[src/rtl/imem_loader.sv]
// imem_loader: length-prefixed byte-stream loader for the instruction memory.
// Holds the CPU in reset until a whole-word image has been written.
module imem_loader #(
  parameter int ADDRESS_WIDTH = 32,
  parameter int DATA_WIDTH = 8,
  parameter logic [ADDRESS_WIDTH-1:0] BASE_ADDR = '0
) (
  input  logic                     clk,
  input  logic                     rst_n,
  input  logic                     start,
  input  logic                     in_valid,
  input  logic [DATA_WIDTH-1:0]    in_data,
  output logic                     in_ready,
  output logic                     mem_we,
  output logic [ADDRESS_WIDTH-1:0] mem_wa,
  output logic [DATA_WIDTH-1:0]    mem_wd,
  output logic                     cpu_rst_n,
  output logic                     busy,
  output logic                     done,
  output logic                     err
);
  localparam logic [2:0] IDLE = 3'd0, LEN_LO = 3'd1, LEN_HI = 3'd2, DATA = 3'd3, DONE = 3'd4, ERR = 3'd5;
  logic [2:0] state, state_nx;
  logic [15:0] len, offset, len_full;
  logic acc;
  assign busy = state == LEN_LO || state == LEN_HI || state == DATA;
  assign in_ready = busy;
  assign done = state == DONE;
  assign err = state == ERR;
  assign acc = in_valid && in_ready;
  assign len_full = {in_data[7:0], len[7:0]};
  // start only matters outside a load; an accepted byte always wins while busy
  always_comb begin
    state_nx = state;
    if (!busy && start)
      state_nx = LEN_LO;
    else if (acc)
      state_nx = state == LEN_LO ? LEN_HI :
                 state == LEN_HI ? (len_full[1:0] != 2'd0 ? ERR : len_full == 16'd0 ? DONE : DATA) :
                 offset == len - 16'd1 ? DONE : DATA;
  end
  always_ff @(posedge clk or negedge rst_n) begin
    if (!rst_n) begin
      state     <= IDLE;
      len       <= '0;
      offset    <= '0;
      mem_we    <= 1'b0;
      mem_wa    <= '0;
      mem_wd    <= '0;
      cpu_rst_n <= 1'b0;
    end else begin
      state     <= state_nx;
      cpu_rst_n <= state == DONE && !start;
      mem_we    <= acc && state == DATA;
      if (acc && state == LEN_LO)
        len[7:0] <= in_data[7:0];
      if (acc && state == LEN_HI) begin
        len[15:8] <= in_data[7:0];
        offset    <= '0;
      end
      if (acc && state == DATA) begin
        offset <= offset + 16'd1;
        mem_wa <= BASE_ADDR + ADDRESS_WIDTH'(offset);
        mem_wd <= in_data;
      end
    end
  end
endmodule
[config.mk]
export PLATFORM = sky130hd
export DESIGN_NAME = imem_loader
export DESIGN_NICKNAME = d
export VERILOG_FILES = /design/src/rtl/imem_loader.sv
export SDC_FILE = /design/constraint.sdc
export NUM_CORES = 1
export LEC_CHECK = 0
export BUFFER_PORTS_ARGS = -buffer_cell sky130_fd_sc_hd__buf_2
export CORE_AREA = 8 8 92 94
export CTS_CLUSTER_SIZE = 40
export DETAILED_ROUTE_END_ITERATION = 10
export DIE_AREA = 0 0 100 102
export PLACE_DENSITY_LB_ADDON = 0.2
export SYNTH_ARGS = -nofsm -noshare
export SYNTH_HDL_FRONTEND = slang
export SYNTH_SLANG_ARGS = --single-unit
[constraint.sdc]
create_clock -name clk -period 4.7 [get_ports clk]
set_clock_uncertainty 0.1 [all_clocks]
set_input_delay 0.47 -clock clk [delete_from_list [all_inputs] [get_ports clk]]
set_output_delay 0.47 -clock clk [all_outputs]
set_load 0.03 [all_outputs]
Yosys cells after proc, flatten, opt, wreduce, memory -nomap -nowiden
Index checks and enable logic that the tools add are counted.
{ "word_totals": {"ff_bits": 61, "in_bits": 12, "out_inout_bits": 46} }
{ "op_classes": {"add_sub_neg": 2, "eq_ne": 6, "mux": 9, "reduce_logical": 14} }
{ "ops": {"columns": ["operator", "n"], "rows": [
  ["2-to-1 mux 16 bit", 2],
  ["2-to-1 mux 3 bit", 7],
  ["adder 16 x 1 -> 16 bit, second input constant", 1],
  ["equality test 16 bit", 1],
  ["zero test 16 bit", 1],
  ["subtractor 16 x 1 -> 16 bit, second input constant", 1],
  ["equality test 3 x 2 -> 1 bit, second input constant", 2],
  ["equality test 3 bit, second input constant", 2],
  ["logical AND 1 bit", 6],
  ["nonzero test 2 bit", 3],
  ["equality test 3 x 1 -> 1 bit, second input constant", 1],
  ["zero test 1 bit", 2],
  ["logical OR 1 bit", 2]
]} }

Depth between registers and ports, before layout
{ "depth": {"word_depth": 7, "mapped_depth": 8} }

Worst setup path before layout
OpenSTA, ideal clock, no wires.
{ "synth_path": {"path_kind": "flip-flop to flip-flop", "startpoint": "register len[0]", "endpoint": "register state[1]", "setup_ns": 0.136, "arrival_time_ns": 2.224, "required_ns": 4.464, "slack_ns": 2.241, "stages_incl_launch_ff": 9, "synth_period_minus_slack_ns": 2.459, "path_cell_list": "dfrtp_1 -> inv_1 -> ha_1 -> or4b_1 -> o31a_1 -> a2111oi_2 -> nand3_1 -> nor4_2 -> a211oi_1"} }
{ "synth_between": {"elab_chain_cells": 7} }
{ "synth_lines": {"columns": ["element", "line_no", "rtl"], "rows": [
  ["from (decl)", "24", "logic [15:0] len, offset, len_full;"],
  ["from (signal assigned)", "56", "len[7:0] <= in_data[7:0];"],
  ["subtractor 16 x 1 -> 16 bit or zero test 16 bit (tied branches)", "40, 39", null],
  ["equality test 16 bit or 2-to-1 mux 3 bit (tied branches)", "40, 39", null],
  ["2-to-1 mux 3 bit, on equally long branches", "40, 39", null],
  ["2-to-1 mux 3 bit (*)", "39", "state == LEN_HI ? (len_full[1:0] != 2'd0 ? ERR : len_full == 16'd0 ? DONE : DATA) :"],
  ["2-to-1 mux 3 bit (*)", "38", "state_nx = state == LEN_LO ? LEN_HI :"],
  ["2-to-1 mux 3 bit (*)", "37", "else if (acc)"],
  ["2-to-1 mux 3 bit (*)", "35", "if (!busy && start)"],
  ["to (signal assigned)", "52", "state <= state_nx;"],
  ["to (decl)", "23", "logic [2:0] state, state_nx;"]
]} }
Mark *: on every way between the ends. The rest lies on a longest branch, timed or not. The select of a mux whose other input is x is not followed.
A chain may end at the register's enable or synchronous reset.

Worst setup path in the final report
{ "layout_path": {"startpoint": "register len[2]", "endpoint": "register state[1]"} }
The elaborated chain is that of the path after synthesis.

==> metrics.yaml <==
timing:
  rsz0062_at_grt: "false"
  max_slew_margin_pct: 36.74
  max_freq_mhz: 356.4
  finalCriticalPeriod_ns: 2.806
  hold_viol_final: 0
  setup-tns-final_ns: 0
  setup_ws_ns: 1.894
  hold_ws_ns: 0.1672
  min_period_over_period_pct: 59.70
  drv_slew: 0
  setup_viol: 0
  worst_slew_pin_slew_ns: 0.9403
critical_path:
  r2r_cells: 6
  r2r-start: "len[2]"
  worst_r2r_endpoint: "state[1]"
  slowest_delay_ns: 0.85
  cp_data_required_time_ns: 4.83
  critical_path_arrival_ns: 2.94
  cp-end-kind: "register"
  ff2ff_setup_slack_ns: 1.89
  crit_chain: "nor4_1 > nand3_1 > or4_1 > nand4_1 > nor4_2 > a211oi_1"
  path_max_fanout: 10
  worstSetupPathType: "reg2reg"
  critPathLaunchType: "register"
  slowest_stage: "nor4_1"
run:
  maxCapViolations: 0
route:
  wl_per_cell_um: 15.18
  drtIter0Drc: 106
  vias: 2621
  routed_wl_um: 7741
  drt_pre_antenna_iters: 4
  ant_nets: 0
  drc: 0
  viasPerCell: 5.139
synthesis:
  syn_area_per_cell_um2: 9.000
  synth_top_family_by_area: "simple AND/OR/NAND/NOR gates"
  yosysTopAreaCellShare_pct: 46.09
  synth.yosys.warnings: 0
  async_reset_ff_share_pct: 100.0
  synth_top_area_cell: "dfrtp_1"
  ys_seq_elements: 61
  ys_seq_area_share_pct: 46.09
  netlist_top_cells_area: "dfrtp_1, nand2_1, mux2_2, buf_4, xnor2_1"
  synth_top_cells_by_count: "nand2_1, dfrtp_1, buf_4"
  yosys.area_share.adder_pct: 1.133
  synth_cells: 368
  synth_compound_area_share_pct: 9.747
  synthMuxAreaShare_pct: 4.722
  yosysMostFrequentCell: "nand2_1"
  synth_flop_cell: "dfrtp_1"
  synth-simple-area-share_pct: 25.92
  syn_area_um2: 3312
  synthXorXnorAreaFrac_pct: 5.553
  synth_edf_count: 0
  ys_types: 50
clocking:
  cts_buffer_depth: 2
  cts_hold_buf: 0
  insertion_delay_ns: 0.34
  clk_pin_slew_ns: 0.06
  clockRootBuffer: "clkbuf_8"
  cts_setup_buffers: 0
  cts.sinks: 61
  htreeDepth: 3
  ctsResizeCount: 0
  cts_tree: "yes"
  numCtsBuffers: 9
cells_and_area:
  fillers: 711
  fin_nets: 422
  final_util_pct: 52.69
  antennaDiodeCount: 0
  drive_above_1_share_pct: 18.25
  area_growth_pct: 12.32
grt:
  grt_usage_pct: 16.20
  grt_pass1_vias: 2582
  grt_max_degree: 62
  antenna_found_initial: 0
  grt_pass1_wl_um: 12900
  grt_overflow: 0
floorplanning:
  dieArea_um2: 10200
  core_um2: 7059
  dieHeight_um: 102
  die_x_um: 100
  num_rows: 31
  ios: 58
  start_util_pct: 46.92
pwr:
  total_power_uw: 2191
  ir_drop_v: 0.0003658
  pwr_density_cell_nw_per_um2: 589.0
  p_leak_uw: 0.001802
hold_path:
  hp-class: "in2async"
placed_design:
  io_buffer_count: 41
  dp_worst_setup_slack_ns: 1.944
  dp_hpwl_um: 5494
  place_congestion: 0.8606
status:
  status: "finished, final reports clean"
[cell type report]
type | count | area, µm² | area share, %
inverter | 8 | 30.03 | 0.8073
clock buffer | 14 | 162.7 | 4.373
timing repair buffer | 44 | 227.7 | 6.122
clock inverter | 1 | 30.03 | 0.8073
sequential | 61 | 1526 | 41.04
tap | 99 | 123.9 | 3.330
multi-input combinational | 283 | 1619 | 43.52
[per-layer routing]
metal  part of all wire [%]  global-route usage, %
met1                     47                  21.26
met2                     46                  24.94
met3                    4.9                  3.678
met4                    1.7                  7.326
met5                      0                      0
[critical path: cells and delay by family (launching register included)]
kind               cells  cell delay (ns)
and+or+nand+nor        5             1.85
DFF                    1             0.47
AOI/OAI and AO/OA      1             0.27
[placed cells by master, fill, tap and decap left out, types with 2 or more instances in the layout]
| cell type | count |
|---|---|
| inv_1 | 6 |
| xor2_1 | 10 |
| nor4b_1 | 5 |
| nor2b_1 | 2 |
| buf_4 | 3 |
| o21ai_0 | 14 |
| or4_1 | 2 |
| ha_1 | 3 |
| a21o_1 | 5 |
| mux2_2 | 13 |
| a21oi_1 | 7 |
| dfrtp_1 | 61 |
| and2_1 | 4 |
| and3_1 | 5 |
| clkbuf_1 | 3 |
| or2_2 | 2 |
| o31ai_1 | 11 |
| xnor2_1 | 11 |
| nand4_1 | 8 |
| nand2_1 | 102 |
| buf_2 | 41 |
| nor4_1 | 5 |
| nand3b_1 | 4 |
| nor3_1 | 7 |
| nand2b_1 | 3 |
| clkbuf_8 | 11 |
| nand3_1 | 6 |
| conb_1 | 16 |
| nor3b_1 | 3 |
| nor2_1 | 17 |
| or3_1 | 2 |
[metrics by stage]
stage / instances / cell area (µm²)
after floorplan: 383 / 3368
after global placement: 495 / 3527
after detailed placement: 495 / 3527
after CTS: 510 / 3720
after global routing: 510 / 3720
final: 510 / 3720
[report_power, final]
part / internal (µW) / switching, µW / total, µW
combinational: 323 / 550 / 872
sequential: 670 / 183 / 853
clock: 272 / 194 / 465
[flip-flops by register name, indices dropped and copies added, names as in the netlist]
name	cells
state	3
offset	16
mem_wd	8
mem_wa	16
cpu_rst_n	1
len	16
mem_we	1
[worst max-delay path by stage]
stage	startpoint	to	slack, ns
after CTS	len[0]	state[1]	1.91
final	len[2]	state[1]	1.89
after global routing	len[2]	state[1]	1.75
after floorplan	len[0]	state[1]	2.24
after detailed placement	len[2]	state[2]	1.94
after global placement	len[2]	state[2]	1.96
[logic make-up after synthesis]
logic type      after synthesis
flops                        61
mux                          14
other cells                   1
xor+xnor                     21
fa+ha+maj                     3
compound gates               48
simple gates                181
buf+inv                      39
(Power assumes the default switching activity.)
